[config.mk]
export PLATFORM = sky130hd
export DESIGN_NAME = gmii_tx_framer
export DESIGN_NICKNAME = d
export VERILOG_FILES = /design/src/rtl/gmii_tx_framer.sv
export SDC_FILE = /design/constraint.sdc
export NUM_CORES = 1
export LEC_CHECK = 0
export ABC_AREA = 1
export CAP_MARGIN = 25
export CORE_AREA = 2 2 123 89
export CTS_CLUSTER_DIAMETER = 100
export DETAILED_ROUTE_END_ITERATION = 10
export DIE_AREA = 0 0 125 91
export PLACE_DENSITY = 0.74
export SYNTH_ARGS = -nofsm -noshare
export SYNTH_HDL_FRONTEND = slang
export SYNTH_SLANG_ARGS = --single-unit
[constraint.sdc]
create_clock -name sys_clk -period 3.1 [get_ports sys_clk]
set_clock_uncertainty 0.2 [all_clocks]
set_input_delay 0.465 -clock sys_clk [delete_from_list [all_inputs] [get_ports sys_clk]]
set_output_delay 0.465 -clock sys_clk [all_outputs]
set_load 0.03 [all_outputs]
[src/rtl/gmii_tx_framer.sv]
// GMII transmit framer: prepends preamble/SFD, zero-pads short payloads, appends the
// IEEE 802.3 CRC-32 FCS and holds the line idle for the inter-frame gap.
module gmii_tx_framer #(
  parameter int unsigned MIN_LEN = 60,
  parameter int unsigned IFG_LEN = 12
) (
  input  logic        sys_clk,
  input  logic        sys_rst,
  input  logic [7:0]  in_data,
  input  logic        in_valid,
  input  logic        in_last,
  output logic        in_ready,
  output logic [7:0]  gmii_txd,
  output logic        gmii_tx_en,
  output logic        busy,
  output logic        underrun,
  output logic [15:0] frame_count
);

  typedef enum logic [2:0] {
    StIdle, StPreamble, StSfd, StData, StPad, StFcs, StIfg
  } state_e;

  localparam logic [11:0] MinLen  = 12'(MIN_LEN);
  localparam logic [7:0]  IfgLast = 8'(IFG_LEN - 1);

  state_e      state_q;
  logic [10:0] byte_cnt_q, byte_cnt_inc;
  logic [7:0]  phase_q, fcs_byte, crc_din;
  logic [31:0] crc_q, crc_next;
  logic        min_reached;

  function automatic logic [31:0] crc32_byte(input logic [31:0] crc, input logic [7:0] din);
    logic [31:0] c;
    c = crc ^ {24'h0, din};
    for (int i = 0; i < 8; i++) c = c[0] ? ((c >> 1) ^ 32'hEDB88320) : (c >> 1);
    return c;
  endfunction

  always_comb begin
    byte_cnt_inc = (byte_cnt_q == 11'h7FF) ? byte_cnt_q : byte_cnt_q + 11'd1;
    min_reached  = {1'b0, byte_cnt_inc} >= MinLen;
    crc_din      = (state_q == StData) ? in_data : 8'h00;
    crc_next     = crc32_byte(crc_q, crc_din);
    unique case (phase_q[1:0])
      2'd0:    fcs_byte = ~crc_q[7:0];
      2'd1:    fcs_byte = ~crc_q[15:8];
      2'd2:    fcs_byte = ~crc_q[23:16];
      default: fcs_byte = ~crc_q[31:24];
    endcase
  end

  assign in_ready = (state_q == StData);
  assign busy     = (state_q != StIdle);

  // Outputs are registered one edge ahead of the state that names them, so the
  // first preamble byte leaves on the edge that sees in_valid in IDLE.
  always_ff @(posedge sys_clk or posedge sys_rst) begin
    if (sys_rst) begin
      state_q     <= StIdle;
      gmii_txd    <= 8'h00;
      gmii_tx_en  <= 1'b0;
      underrun    <= 1'b0;
      frame_count <= 16'h0000;
      crc_q       <= 32'hFFFFFFFF;
      byte_cnt_q  <= 11'd0;
      phase_q     <= 8'd0;
    end else begin
      underrun <= 1'b0;
      case (state_q)
        StIdle: begin
          gmii_tx_en <= 1'b0;
          gmii_txd   <= 8'h00;
          crc_q      <= 32'hFFFFFFFF;
          byte_cnt_q <= 11'd0;
          phase_q    <= 8'd0;
          if (in_valid) begin
            state_q    <= StPreamble;
            gmii_tx_en <= 1'b1;
            gmii_txd   <= 8'h55;
          end
        end
        StPreamble: begin
          gmii_txd <= 8'h55;
          phase_q  <= phase_q + 8'd1;
          if (phase_q == 8'd5) begin
            state_q <= StSfd;
            phase_q <= 8'd0;
          end
        end
        StSfd: begin
          gmii_txd <= 8'hD5;
          state_q  <= StData;
        end
        StData: begin
          if (in_valid) begin
            gmii_txd   <= in_data;
            crc_q      <= crc_next;
            byte_cnt_q <= byte_cnt_inc;
            if (in_last) state_q <= min_reached ? StFcs : StPad;
          end else begin
            underrun   <= 1'b1;
            gmii_tx_en <= 1'b0;
            gmii_txd   <= 8'h00;
            state_q    <= StIfg;
          end
        end
        StPad: begin
          gmii_txd   <= 8'h00;
          crc_q      <= crc_next;
          byte_cnt_q <= byte_cnt_inc;
          if (min_reached) state_q <= StFcs;
        end
        StFcs: begin
          gmii_txd <= fcs_byte;
          phase_q  <= phase_q + 8'd1;
          if (phase_q == 8'd3) begin
            state_q     <= StIfg;
            phase_q     <= 8'd0;
            frame_count <= frame_count + 16'd1;
          end
        end
        StIfg: begin
          gmii_tx_en <= 1'b0;
          gmii_txd   <= 8'h00;
          phase_q    <= phase_q + 8'd1;
          if (phase_q == IfgLast) begin
            state_q <= StIdle;
            phase_q <= 8'd0;
          end
        end
        default: state_q <= StIdle;
      endcase
    end
  end

endmodule

==> Yosys cells after proc, flatten, opt, wreduce, memory -nomap -nowiden <==
Index checks and enable logic that the tools add are counted.
{ "word_totals": {"ff_bits": 80, "in_bits": 12, "output_inout_bits": 28, "word_cells": 93} }
{ "classes": {"addsub": 3, "order_cmp": 1, "eq_ne": 20, "n_mux": 36, "bitwise_logic": 13, "reduce_logical": 12} }
{ "op_table": {"columns": ["op", "n"], "rows": [
  ["32-bit two-way mux", 9],
  ["13-bit NOT with 14-bit output", 8],
  ["32-bit one-hot mux with 3 select lines", 1],
  ["8-bit one-hot mux with 6 select lines", 1],
  ["8-bit two-way mux", 5],
  ["11-bit one-hot mux with 3 select lines", 1],
  ["8-bit NOT", 4],
  ["8-bit one-hot mux with 4 select lines", 1],
  ["32-bit by 8-bit XOR with 32-bit output", 1],
  ["8-bit one-hot mux with 3 select lines", 1],
  ["11-bit two-way mux", 2],
  ["3-bit two-way mux", 7],
  ["3-bit one-hot mux with 7 select lines", 1],
  ["16-bit by 1-bit adder with 16-bit output (second input constant)", 1],
  ["2-bit != test (second input constant)", 7],
  ["11-bit by 1-bit adder with 11-bit output (second input constant)", 1],
  ["11-bit == test (second input constant)", 1],
  ["11-bit by 6-bit greater-or-equal comparator with 1-bit output (second input constant)", 1],
  ["3-bit == test (second input constant)", 3],
  ["3-bit nonzero test", 3],
  ["8-bit by 1-bit adder with 8-bit output (second input constant)", 1],
  ["8-bit by 2-bit == test with 1-bit output (second input constant)", 1],
  ["8-bit by 3-bit == test with 1-bit output (second input constant)", 1],
  ["8-bit by 4-bit == test with 1-bit output (second input constant)", 1],
  ["other kinds (15)", 22]
]} }

==> Longest topological paths before layout <==
Gate-level depths: netlist (run 1).
{ "depth": {"word_depth": 21, "ltp_mapped": 17, "ltp_nobuf": 15} }

==> Worst setup path after synthesis (run 1) <==
OpenSTA, ideal clock, no wires.
{ "synth_timing": {"path_type": "register to register", "startpoint": "register frame_count[0]", "endpoint": "register frame_count[14]", "setup_ns": 0.080, "arrival_time_ns": 1.647, "required_time_ns": 2.820, "slack_ns": 1.173, "stages_incl_launch_ff": 8, "n_path_buf": 0, "synth_period_minus_slack_ns": 1.927, "path_cell_list": "dfrtp_1 -> ha_1 -> and3_1 -> nand3_1 -> nor3_2 -> nand3_1 -> nor2_1 -> xor2_1"} }
{ "synth_via": {"elab_chain_cells": 1} }
{ "synth_rtl": {"columns": ["element", "line", "source"], "rows": [
  ["start, declared", "17", "output logic [15:0] frame_count"],
  ["start signal, assigned", "120", "frame_count <= frame_count + 16'd1;"],
  ["16-bit by 1-bit adder with 16-bit output", "120", null]
]} }
Every way passes these cells.
A chain may end at the register's enable or synchronous reset.

==> Final worst setup path (run 1) <==
{ "layout_timing": {"startpoint": "register state_q[0]", "endpoint": "output busy"} }
{ "layout_via": {"elab_chain_cells": 1} }
{ "layout_rtl": {"columns": ["element", "line", "source"], "rows": [
  ["start, declared", "27", "state_e state_q;"],
  ["start signal, assigned", "60", "state_q <= StIdle;"],
  ["start signal, assigned", "78", "state_q <= StPreamble;"],
  ["start signal, assigned", "87", "state_q <= StSfd;"],
  ["3-bit nonzero test", "54", "assign busy = (state_q != StIdle);"],
  ["end, declared", "15", "output logic busy,"]
]} }
Every way passes these cells.

==> out/results.txt, run 1 <==
Max Cap Viol -> 0
outcome -> complete, no violations
# IOs -> 40
Crit path required time -> 2.43 ns
DRT Pass-1 Iters -> 5
root buffer cell -> clkbuf_16
clock tree from TritonCTS -> yes
worst flop-to-flop path endpoint -> crc_q[20]
hold worst-path end -> frame_count[15]
CP Capture Type -> output pin
Syn Inst Count -> 720
Unique masters post-synth -> 51
clock latency on the worst-skew pair -> 0.34 ns
mapped cell area -> 5490 um^2
CP max-delay cell -> clkdlybuf4s50_1
largest net degree at the start of global routing -> 45
startpoint of the worst hold path -> frame_count[15]
critical path fanouts, max -> 11
flop-to-flop setup slack -> 0.52 ns
residual DRC count -> 0
register area share after synthesis -> 0.372
total power divided by cell area -> 1070 nW/um^2
synthesis-to-finish area growth -> 14.6%
Synth top area share -> 0.219
final core utilization -> 0.620
FF-to-FF path depth -> 13
Post-Route Setup TNS -> 0 ns
post-route design area -> 6300 um^2
Max VDD drop -> 0.000474 V
Die Y -> 91 um
Synth Register Bits -> 80
first-pass GRT wire length -> 24600 um
worst stage delay on the critical path -> 0.62 ns
RSZ-0062 raised after global routing -> false
syn_nets -> 738
crit-path cells -> buf_4 > inv_2 > nand2_1 > nor2_1 > inv_1 > clkdlybuf4s50_1
ranking of synthesized cells by area -> dfrtp_1, dfstp_2, nand2_1, inv_1, nand3_1
final setup fails -> 0
placer congestion estimate -> 0.971
HP Class -> reg -> reg
Synth area leader -> dfrtp_1
DR vias/cell -> 5.59
Num CTS Buffers -> 9
gr usage total -> 0.273
Reg clk slew, reported paths -> 0.06 ns
Setup crit start kind -> flop
Antenna diodes -> 0
Core Area -> 10200 um^2
cell row count -> 31
Final ANT Viol Nets -> 0
Synth warnings -> 0
Vias -> 5021
Layout Nets -> 780
vias in the first global route -> 4738
antenna violations before repair -> 0
global route total overflow -> 0
hold path depth -> 1
Worst-Margin Slew -> 0.651 ns
fin crit period -> 2.94 ns
dpl cell area -> 6000 um^2
fin crit share -> 0.947
clk sink count -> 80
routed wire length -> 14800 um
htree depth -> 3
Final Power -> 6.72 mW
die footprint -> 11400 um^2
FMAX -> 341 MHz
Avg WL per Cell -> 16.5 um
syn_area_per_cell -> 7.63 um^2
worst endpoint data arrival time -> 2.27 ns
Max Slew Vio Count -> 0
Die W -> 125 um
Crit Path Category -> reg -> out
CTS resizes -> 0
leakage power -> 2.98 nW
hold buffer count at CTS -> 0
DP Wirelength -> 11100 um
share of cells above drive strength 1 -> 0.180
drt initial violations -> 569
Setup Fix Bufs, Post-CTS -> 0
Longest Clk Path Bufs -> 2
FF-to-FF Start -> state_q[1]
Rel. slew slack -> 0.564
final count of hold timing violations -> 0
PortBufs -> 39
Starting Density -> 0.541
filler cell count -> 876
-- placed cells by master, fill, tap and decap left out, drive strengths merged, types with 2 or more instances in the layout --
| master | count |
|---|---|
| nand3 | 69 |
| o22ai | 15 |
| or2 | 2 |
| clkinv | 4 |
| nor4 | 2 |
| inv | 97 |
| nand4 | 9 |
| xnor2 | 12 |
| dfstp | 32 |
| dfrtp | 48 |
| ha | 6 |
| a22oi | 2 |
| o21ai | 39 |
| nor2 | 53 |
| a31oi | 2 |
| o211ai | 2 |
| buf | 6 |
| a221oi | 3 |
| a21oi | 30 |
| clkbuf | 13 |
| nor3 | 11 |
| nand3b | 2 |
| nand2 | 219 |
| o221ai | 8 |
| xor2 | 31 |
| and3 | 3 |
| clkdlybuf4s50 | 39 |
-- flip-flops by register name (all words and copies together) (netlist names) --
name	count
byte_cnt_q	11
frame_count	16
crc_q	32
gmii_tx_en	1
state_q	3
gmii_txd	8
underrun	1
phase_q	8
-- power by group --
group          leakage, nW  switching, mW  internal [mW]
registers            0.985          0.323           1.42
clock network        0.144          0.425          0.625
logic                 1.86           2.65           1.28
total                 2.98           3.39           3.33
-- cells by family (layout without fill, tap and decap cells) --
family | count (synthesis) | after routing | synth area share
AO/OA/AOI/OAI | 105 | 105 | 0.113
buffers and inverters | 114 | 160 | 0.0872
XOR/XNOR | 43 | 43 | 0.0754
flip-flops | 80 | 80 | 0.372
adder cells (fa/ha/maj) | 6 | 6 | 0.0137
AND/OR/NAND/NOR | 372 | 372 | 0.339
-- stage by stage --
step | setup slack [ns] | hold WS (ns) | instances
6_report | 0.163 | 0.266 | 898
5_1_grt | 0.0413 | 0.288 | 898
4_1_cts | 0.155 | 0.275 | 898
3_5_place_dp | 0.525 | 0.263 | 883
3_3_place_gp | 0.514 | 0.256 | 883
2_1_floorplan | 0.436 | 0.271 | 720
-- cells in the mapped netlist (all sizes together) --
cell type,instances
buf,9
a22o,1
o21a,1
a22oi,2
nor4,2
clkbuf,5
and3,3
a31oi,2
o2111ai,1
o211ai,2
o221ai,8
a21oi,30
nand4,9
dfstp,32
a211oi,1
nor3b,1
nor3,11
nand2,219
or2,2
dfrtp,48
xor2,31
nand3b,2
nor2,53
ha,6
o22ai,15
clkinv,2
nor2b,1
xnor2,12
a221oi,3
nand3,69
o21ai,39
inv,98
-- worst max-delay path by stage --
stage / startpoint / endpoint / slack (ns) / depth (start not counted)
after global placement: state_q[0] / busy / 0.51 / 6
after CTS: state_q[0] / busy / 0.16 / 6
after floorplan: sys_rst / byte_cnt_q[0] / 0.44 / 1
after detailed placement: state_q[0] / busy / 0.52 / 6
final: state_q[0] / busy / 0.16 / 6
after global routing: state_q[0] / busy / 0.04 / 6
-- cell type report --
| class | count | area (um^2) | share of cell area |
|---|---|---|---|
| tap | 132 | 165 | 0.0262 |
| multi-input combinational | 526 | 2970 | 0.472 |
| sequential | 80 | 2040 | 0.324 |
| clock buffer | 13 | 280 | 0.0445 |
| clock inverter | 2 | 12.5 | 0.00199 |
| inverter | 100 | 378 | 0.0600 |
| timing repair buffer | 45 | 448 | 0.0711 |
-- per-layer routing --
| layer | GRT usage | share of wire | routed length [um] | up-vias |
|---|---|---|---|---|
| met2 | 0.383 | 0.42 | 6240 | 230 |
| met1 | 0.412 | 0.48 | 7050 | 2356 |
| li1 | - | - | - | 2418 |
| met5 | 0 | 0 | 0 | - |
| met3 | 0.0660 | 0.087 | 1300 | 17 |
| met4 | 0.0843 | 0.016 | 240 | 0 |
-- worst max-delay path, delay by kind of cell (launching register included) --
kind	cells	cell delay [ns]
DFF	1	0.46
buffers and inverters	4	1.11
and+or+nand+nor	2	0.36
(Power assumes the default switching activity.)
==> run 2, diff against run 1 <==
--- a/config.mk
+++ b/config.mk
@@ -7,11 +7,14 @@
 export LEC_CHECK = 0
 export ABC_AREA = 1
 export CAP_MARGIN = 25
-export CORE_AREA = 2 2 123 89
+export CELL_PAD_IN_SITES_DETAIL_PLACEMENT = 1
+export CELL_PAD_IN_SITES_GLOBAL_PLACEMENT = 1
+export CORE_AREA = 2 2 137 99
 export CTS_CLUSTER_DIAMETER = 100
+export CTS_CLUSTER_SIZE = 25
 export DETAILED_ROUTE_END_ITERATION = 10
-export DIE_AREA = 0 0 125 91
-export PLACE_DENSITY = 0.74
+export DIE_AREA = 0 0 139 101
+export PLACE_DENSITY_LB_ADDON = 0.1
 export SYNTH_ARGS = -nofsm -noshare
 export SYNTH_HDL_FRONTEND = slang
 export SYNTH_SLANG_ARGS = --single-unit
==> out/results.txt, run 2 (same netlist as run 1, synthesis figures left out) <==
Flop pwr share -> 0.253
most common cell after layout, fill and taps aside -> nand2_1
Num CTS Buffers -> 9
Max VDD drop -> 0.000563 V
clock tree from TritonCTS -> yes
final count of hold timing violations -> 0
root buffer cell -> clkbuf_16
# IOs -> 40
die footprint -> 14000 um^2
worst stage delay on the critical path -> 0.70 ns
gr usage total -> 0.260
Avg WL per Cell -> 18.8 um
Vias -> 5105
hold buffer count at CTS -> 0
antenna violations before repair -> 0
final worst-path setup slack -> 0.193 ns
Place WS -> 0.449 ns
fin crit share -> 0.938
switching part of the total -> 0.520
Layout Nets -> 780
htree depth -> 3
first-pass GRT wire length -> 28500 um
DP Wirelength -> 13400 um
DR vias/cell -> 5.47
Setup crit start kind -> flop
Max Cap Viol -> 0
Final ANT Viol Nets -> 0
leakage power -> 2.98 nW
outcome -> complete, no violations
cell repeated most along the worst path -> inv_1
Pint -> 3.33 mW
Core Area -> 12800 um^2
Setup Fix Bufs, Post-CTS -> 0
top flop regs -> crc_q x32, frame_count x16, byte_cnt_q x11
switching power -> 3.61 mW
flip-flop count of the largest register after layout -> 32
critical path fanouts, max -> 9
most frequent cells in the layout -> nand2_1, inv_1, nand3_1, nor2_1, dfrtp_1
routed wire length -> 17600 um
clk sink count -> 80
Die W -> 139 um
largest net degree at the start of global routing -> 45
HP Class -> reg -> reg
share of cells above drive strength 1 -> 0.179
synthesis-to-finish area growth -> 15.4%
clock group share of total power -> 0.158
CTS resizes -> 0
Die Y -> 101 um
Max Slew Vio Count -> 0
Crit Path Category -> reg -> out
Rel. slew slack -> 0.540
final setup fails -> 0
FMAX -> 344 MHz
Crit path required time -> 2.43 ns
CP Capture Type -> output pin
clock latency on the worst-skew pair -> 0.35 ns
vias in the first global route -> 5325
RSZ-0062 raised after global routing -> false
total power divided by cell area -> 1090 nW/um^2
residual DRC count -> 0
placer congestion estimate -> 0.896
Post-Route Setup TNS -> 0 ns
Comb pwr share -> 0.589
Antenna diodes -> 0
fin crit period -> 2.91 ns
CP top delay family -> buffers and inverters
CP max-delay cell -> clkdlybuf4s50_1
global route total overflow -> 0
crit-path cells -> inv_1 > nand2_1 > nor2_1 > inv_1 > clkdlybuf4s50_1
drt initial violations -> 299
cell row count -> 35
worst endpoint data arrival time -> 2.24 ns
Reg clk slew, reported paths -> 0.06 ns
Buf/Inv on CP -> 3
DRT Pass-1 Iters -> 5
largest reg by FF count -> crc_q
Starting Density -> 0.430
Longest Clk Path Bufs -> 2
PortBufs -> 39
Worst-Margin Slew -> 0.689 ns
[run 2: changes by cell type in the layout (fill, tap and decap cells not counted)]
cell	delta
clkbuf_8	-4
clkbuf_1	+2
bufinv_16	+1
clkinv_4	+1
clkinvlp_4	+1
[run 2: path summary, 6_finish.rpt]
check	start	endpoint	slack, ns	cells past startpoint
max	state_q[1]	busy	0.19	5
min	frame_count[15]	frame_count[15]	0.28	1
max reg2reg	state_q[1]	crc_q[18]	0.39	12
min reg2reg	frame_count[15]	frame_count[15]	0.28	1
max in group asynchronous	sys_rst	crc_q[31]	1.62	3
min in group asynchronous	sys_rst	phase_q[1]	0.33	2
[run 2: area by class of cell]
class,instances,area [um^2]
clock inverters,5,58.8
multi-input cells,526,2970
inverters,100,378
clock buffers,11,233
well taps,166,208
flip-flops and latches,80,2040
repair buffers,45,448
fillers,1610,6450
[run 2: power groups by stage]
stage,logic (mW),clock network (mW),registers [mW]
floorplan,2.92,0,1.71
global placement,3.89,0,1.75
detailed placement,4.03,0,1.77
CTS,4.06,1.11,1.75
global route,4.51,1.14,1.79
finish,4.08,1.09,1.76
[run 2: per-layer routing]
layer,vias up,GRT usage,share of wire
li1,2424,-,-
met1,2576,0.366,0.49
met2,88,0.426,0.46
met3,17,0.0451,0.038
met4,0,0.0552,0.011
met5,-,0,0
[run 2: per-stage QoR]
step / util / power [mW] / instance area (um^2) / std cells / hold slack, ns
floorplan: - / 4.63 / 5490 / 720 / 0.271
global placement: 0.473 / 5.64 / 6050 / 917 / 0.261
detailed placement: 0.473 / 5.80 / 6050 / 917 / 0.267
CTS: 0.496 / 6.92 / 6340 / 933 / 0.281
global route: 0.496 / 7.44 / 6340 / 933 / 0.296
finish: 0.496 / 6.93 / 6340 / 933 / 0.278
==> run 3, diff against run 2 <==
--- a/config.mk
+++ b/config.mk
@@ -9,11 +9,11 @@
 export CAP_MARGIN = 25
 export CELL_PAD_IN_SITES_DETAIL_PLACEMENT = 1
 export CELL_PAD_IN_SITES_GLOBAL_PLACEMENT = 1
-export CORE_AREA = 2 2 137 99
+export CORE_AREA = 2 2 144 104
 export CTS_CLUSTER_DIAMETER = 100
 export CTS_CLUSTER_SIZE = 25
 export DETAILED_ROUTE_END_ITERATION = 10
-export DIE_AREA = 0 0 139 101
+export DIE_AREA = 0 0 146 106
 export PLACE_DENSITY_LB_ADDON = 0.1
 export SYNTH_ARGS = -nofsm -noshare
 export SYNTH_HDL_FRONTEND = slang
==> constraint.sdc (replaced) <==
create_clock -name sys_clk -period 2.42 [get_ports sys_clk]
set_clock_uncertainty 0.2 [all_clocks]
set_input_delay 0.363 -clock sys_clk [delete_from_list [all_inputs] [get_ports sys_clk]]
set_output_delay 0.363 -clock sys_clk [all_outputs]
set_load 0.03 [all_outputs]
==> out/results.txt, run 3 (same netlist as run 1, synthesis figures left out) <==
outcome -> complete, no violations
Crit Path Category -> reg -> reg
crit-path cells -> buf_4 > inv_2 > nor2_4 > nand2_4 > nor2_4 > inv_2 > nor3_2 > nand3_1 > nor2_1 > xor2_1
placer congestion estimate -> 0.898
most common cell after layout, fill and taps aside -> nand2_1
total power divided by cell area -> 1390 nW/um^2
final count of hold timing violations -> 0
die footprint -> 15500 um^2
fin crit period -> 2.21 ns
Setup crit start kind -> flop
# IOs -> 40
Max Slew Vio Count -> 0
cell depth of the worst setup path -> 10
Max VDD drop -> 0.000444 V
CP Capture Type -> flop
largest reg by FF count -> crc_q
Crit path required time -> 2.49 ns
flip-flop count of the largest register after layout -> 32
cell row count -> 37
drt initial violations -> 170
clock group share of total power -> 0.168
worst endpoint data arrival time -> 2.29 ns
DR vias/cell -> 5.20
FF-to-FF Start -> state_q[0]
Longest Clk Path Bufs -> 2
filler cell count -> 1810
fin crit share -> 0.914
switching power -> 4.58 mW
Buf/Inv on CP -> 3
synthesis-to-finish area growth -> 19.9%
Layout Nets -> 800
clock latency on the worst-skew pair -> 0.35 ns
Vias -> 5102
routed wire length -> 17500 um
Max Cap Viol -> 0
WHS -> 0.176 ns
Num CTS Buffers -> 9
Starting Density -> 0.385
final setup fails -> 0
leakage power -> 3.10 nW
Place WS -> 0.0913 ns
Setup Fix Bufs, Post-CTS -> 0
Reg clk slew, reported paths -> 0.06 ns
DP Wirelength -> 13500 um
Comb pwr share -> 0.596
Avg WL per Cell -> 17.8 um
Rel. slew slack -> 0.543
Pint -> 4.55 mW
top flop regs -> crc_q x32, frame_count x16, byte_cnt_q x11
clock tree from TritonCTS -> yes
worst stage delay on the critical path -> 0.39 ns
largest net degree at the start of global routing -> 34
PortBufs -> 39
share of cells above drive strength 1 -> 0.205
gr usage total -> 0.237
switching part of the total -> 0.502
Post-Route Setup TNS -> 0 ns
first-pass GRT wire length -> 28600 um
FF-to-FF path depth -> 10
residual DRC count -> 0
Core Area -> 14300 um^2
HP Class -> in -> async
RSZ-0062 raised after global routing -> false
root buffer cell -> clkbuf_16
global route total overflow -> 0
clk sink count -> 80
Final ANT Viol Nets -> 0
FMAX -> 452 MHz
CP max-delay cell -> dfrtp_1
Die Y -> 106 um
vias in the first global route -> 5354
Flop pwr share -> 0.237
Die W -> 146 um
DRT Pass-1 Iters -> 4
CP top delay family -> simple AND/OR/NAND/NOR gates
flop-to-flop setup slack -> 0.21 ns
antenna violations before repair -> 0
most frequent cells in the layout -> nand2_1, inv_1, nand3_1, nor2_1, dfrtp_1
final worst-path setup slack -> 0.207 ns
Worst-Margin Slew -> 0.684 ns
critical path fanouts, max -> 15
worst flop-to-flop path endpoint -> frame_count[14]
Antenna diodes -> 0
htree depth -> 3
run 3: cell count changes in the layout (fill, tap and decap cells not counted), sizes merged:
cell,delta
clkdlybuf4s50,-2
inv,+1
clkinv,-3
clkbuf,+1
buf,+22
bufinv,+1
run 3: per-stage QoR:
| stage | util | area (um^2) | power, mW | std cells |
|---|---|---|---|---|
| finish | 0.462 | 6580 | 9.13 | 982 |
| global route | 0.462 | 6580 | 9.83 | 982 |
| CTS | 0.461 | 6570 | 9.16 | 982 |
| detailed placement | 0.438 | 6240 | 7.58 | 966 |
| global placement | 0.438 | 6240 | 7.41 | 966 |
| floorplan | - | 5500 | 5.93 | 720 |
run 3: final cells by class:
class | instances | area, um^2 | share of cell area
multi-input combinational | 526 | 2990 | 0.454
sequential | 80 | 2040 | 0.310
timing repair buffer | 65 | 606 | 0.0920
inverter | 100 | 380 | 0.0578
clock buffer | 12 | 246 | 0.0374
tap | 195 | 244 | 0.0371
clock inverter | 4 | 76.3 | 0.0116
run 3: worst max-delay path by stage:
stage | start | slack (ns) | endpoint
after floorplan | frame_count[0] | 0.49 | frame_count[14]
after global placement | byte_cnt_q[1] | 0.15 | state_q[2]
after detailed placement | byte_cnt_q[1] | 0.09 | state_q[1]
after CTS | byte_cnt_q[1] | 0.07 | state_q[1]
after global routing | byte_cnt_q[1] | 0.02 | state_q[0]
final | state_q[0] | 0.21 | frame_count[14]
run 3: timing repair:
| action | 4_1_cts | 5_1_grt |
|---|---|---|
| resized for setup | 0 | 4 |
| hold buffers | 0 | 0 |
| setup endpoints to repair | 0 | 3 |
run 3: power by group through the flow:
| stage | Sequential, mW | Clock [mW] | Combinational, mW |
|---|---|---|---|
| final | 2.16 | 1.53 | 5.44 |
| after floorplan | 2.19 | 0 | 3.74 |
| after global placement | 2.17 | 0 | 5.24 |
| after CTS | 2.16 | 1.57 | 5.43 |
| after detailed placement | 2.18 | 0 | 5.40 |
| after global routing | 2.20 | 1.62 | 6.01 |
run 3: routing by layer:
metal | global-route usage | wire (um) | vias up
met1 | 0.338 | 8830 | 2553
met5 | 0 | 0 | -
met4 | 0.0555 | 180 | 0
met2 | 0.375 | 7890 | 70
li1 | - | - | 2468
met3 | 0.0451 | 603 | 11
==> edit, RTL diff (settings of run 3) <==
Re-encode `state_e` (7 states) as Gray code, 3 bits wide.
--- a/src/rtl/gmii_tx_framer.sv
+++ b/src/rtl/gmii_tx_framer.sv
@@ -18,7 +18,7 @@
 );
 
   typedef enum logic [2:0] {
-    StIdle, StPreamble, StSfd, StData, StPad, StFcs, StIfg
+    StIdle = 3'b000, StPreamble = 3'b001, StSfd = 3'b011, StData = 3'b010, StPad = 3'b110, StFcs = 3'b111, StIfg = 3'b101
   } state_e;
 
   localparam logic [11:0] MinLen  = 12'(MIN_LEN);
Behaviour: same outputs for any inputs over 10 cycles, from zero or initial values and one cycle with sys_rst high; not proved beyond that.
==> edit against run 3 <==
Area after synthesis decreased by 1.6%; via count increased by 5.4%; worst setup slack worse by 130 ps; design area rose by 5.7%; maximum frequency fell by 5.7%; routed wire length rose by 6.8%; combinational power up 13%; power grew 6.5%; sequential cell count did not move; largest power group unchanged.
==> edit: results (changes against run 3) <==
- Dpl cell area: 0.00636 sq mm (was 0.00624 sq mm)
- Met1 WL: 9.22 mm (was 8.83 mm)
- Initial DRC count: 355 (was 170)
- Total track usage: 25.0% (was 23.7%)
- R2r setup slk: 70 ps (was 210 ps)
- Met3 Wirelength: 694 um (was 603 um)
- Worst reg2reg endpoint: crc_q[18]$_DFFE_PP1P_ (was frame_count[14]$_DFFE_PP0P_)
- Largest stage delay, worst path: 460 ps (was 390 ps)
- # clk buffers: 10 (was 12)
- Pre-CTS setup slack: -120 ps (was 91.3 ps)
- Synth Area in Adders: 1.39% (was 1.37%)
- Top post-synthesis cells by count: 194 x nand2_1, 90 x inv_1, 72 x nand3_1 (was 173 x nand2_1, 86 x inv_1, 60 x nand3_1)
- DR WL met2: 8.52 mm (was 7.89 mm)
- VDD IR max: 534 uV (was 444 uV)
- FILL cells: 1811 (was 1810)
- Post-detail-place hpwl: 14.2 mm (was 13.5 mm)
- Synth Area in Compound Gates: 11.9% (was 11.3%)
- GP Congestion: 0.931 (was 0.898)
- Mux cell area share after synthesis: 0.208% (was 0%)
- Vias in the first global route: 5507 (was 5354)
- Worst-margin pin slew: 413 ps (was 684 ps)
- Length of the first detailed-routing pass in iterations: 5 (was 4)
- Seq/total area: 29.4% (was 31.0%)
- Non-clk invs: 103 (was 100)
- Met1 Track Usage GR: 35.3% (was 33.8%)
- GR Util met3: 4.76% (was 4.51%)
- DR vias/cell: 5.24 (was 5.20)
- Multi-input gates: 523 (was 526)
- Seq/Total Area, Yosys: 37.8% (was 37.2%)
- XOR/XNOR share of the synthesized area: 7.64% (was 7.54%)
- Area of the multi-input gates: 0.00298 sq mm (was 0.00299 sq mm)
- Worst r2r src: state_q[2]$_DFFE_PP0P_ (was state_q[0]$_DFFE_PP0P_)
- Reg2reg path depth: 16 (was 10)
- Synth top area cells: dfrtp_1 22%, dfstp_2 16%, nand2_1 13% (was dfrtp_1 22%, dfstp_2 15%, nand2_1 12%)
- Clock buf/inv share: 4.15% (was 4.90%)
- Drt wl/cell: 18.2 um (was 17.8 um)
- Status: finished, final reports clean (unchanged)
- Fin nets: 844 (was 800)
- Worst hold slack: 66.4 ps (was 176 ps)
- Crit path max fanout: 6 (was 15)
-- edit: cell count changes after synthesis, moves of 5 or more --
cell	run 3	this run
nand2_4	15	7
xnor2_1	9	15
nor2_1	49	38
a21oi_1	28	18
o22ai_1	15	25
o211ai_1	2	7
nand3_1	60	72
nand2_2	30	13
nand2_1	173	194
-- edit: how the worst max path moves through the flow --
stage | from | end | depth (start not counted)
6_report | state_q[2]$_DFFE_PP0P_ | crc_q[18]$_DFFE_PP1P_ | 16
5_1_grt | state_q[0]$_DFFE_PP0P_ | crc_q[21]$_DFFE_PP1P_ | 17
4_1_cts | state_q[0]$_DFFE_PP0P_ | crc_q[29]$_DFFE_PP1P_ | 16
3_5_place_dp | in_data[7] | crc_q[29]$_DFFE_PP1P_ | 13
3_3_place_gp | in_data[7] | crc_q[29]$_DFFE_PP1P_ | 14
2_1_floorplan | state_q[0]$_DFFE_PP0P_ | crc_q[17]$_DFFE_PP1P_ | 14
-- edit: power by group --
| group | leakage, nW | switching, mW | internal [mW] | total [mW] |
|---|---|---|---|---|
| Sequential | 0.979 | 0.341 | 1.84 | 2.18 |
| Clock | 0.138 | 0.598 | 0.795 | 1.39 |
| Combinational | 2.15 | 3.83 | 2.32 | 6.15 |
-- edit: stage by stage --
step	std cells	util (%)
floorplan	724	-
global placement	993	44.6
detailed placement	993	44.6
CTS	1014	47.0
global route	1026	48.8
finish	1026	48.8
-- edit: cells by family (layout without fill, tap and decap cells) --
family,Yosys count,count (layout)
flip-flops,80,80
XOR/XNOR,45,45
AND/OR/NAND/NOR,362,362
multiplexers,1,1
adder cells (fa/ha/maj),6,6
AO/OA/AOI/OAI,109,109
buffers and inverters,121,228
-- edit: what timing repair did --
item,in CTS,in global routing
pin swaps,1,15
setup buffers,5,12
setup endpoints to repair,7,27
resized for setup,5,51
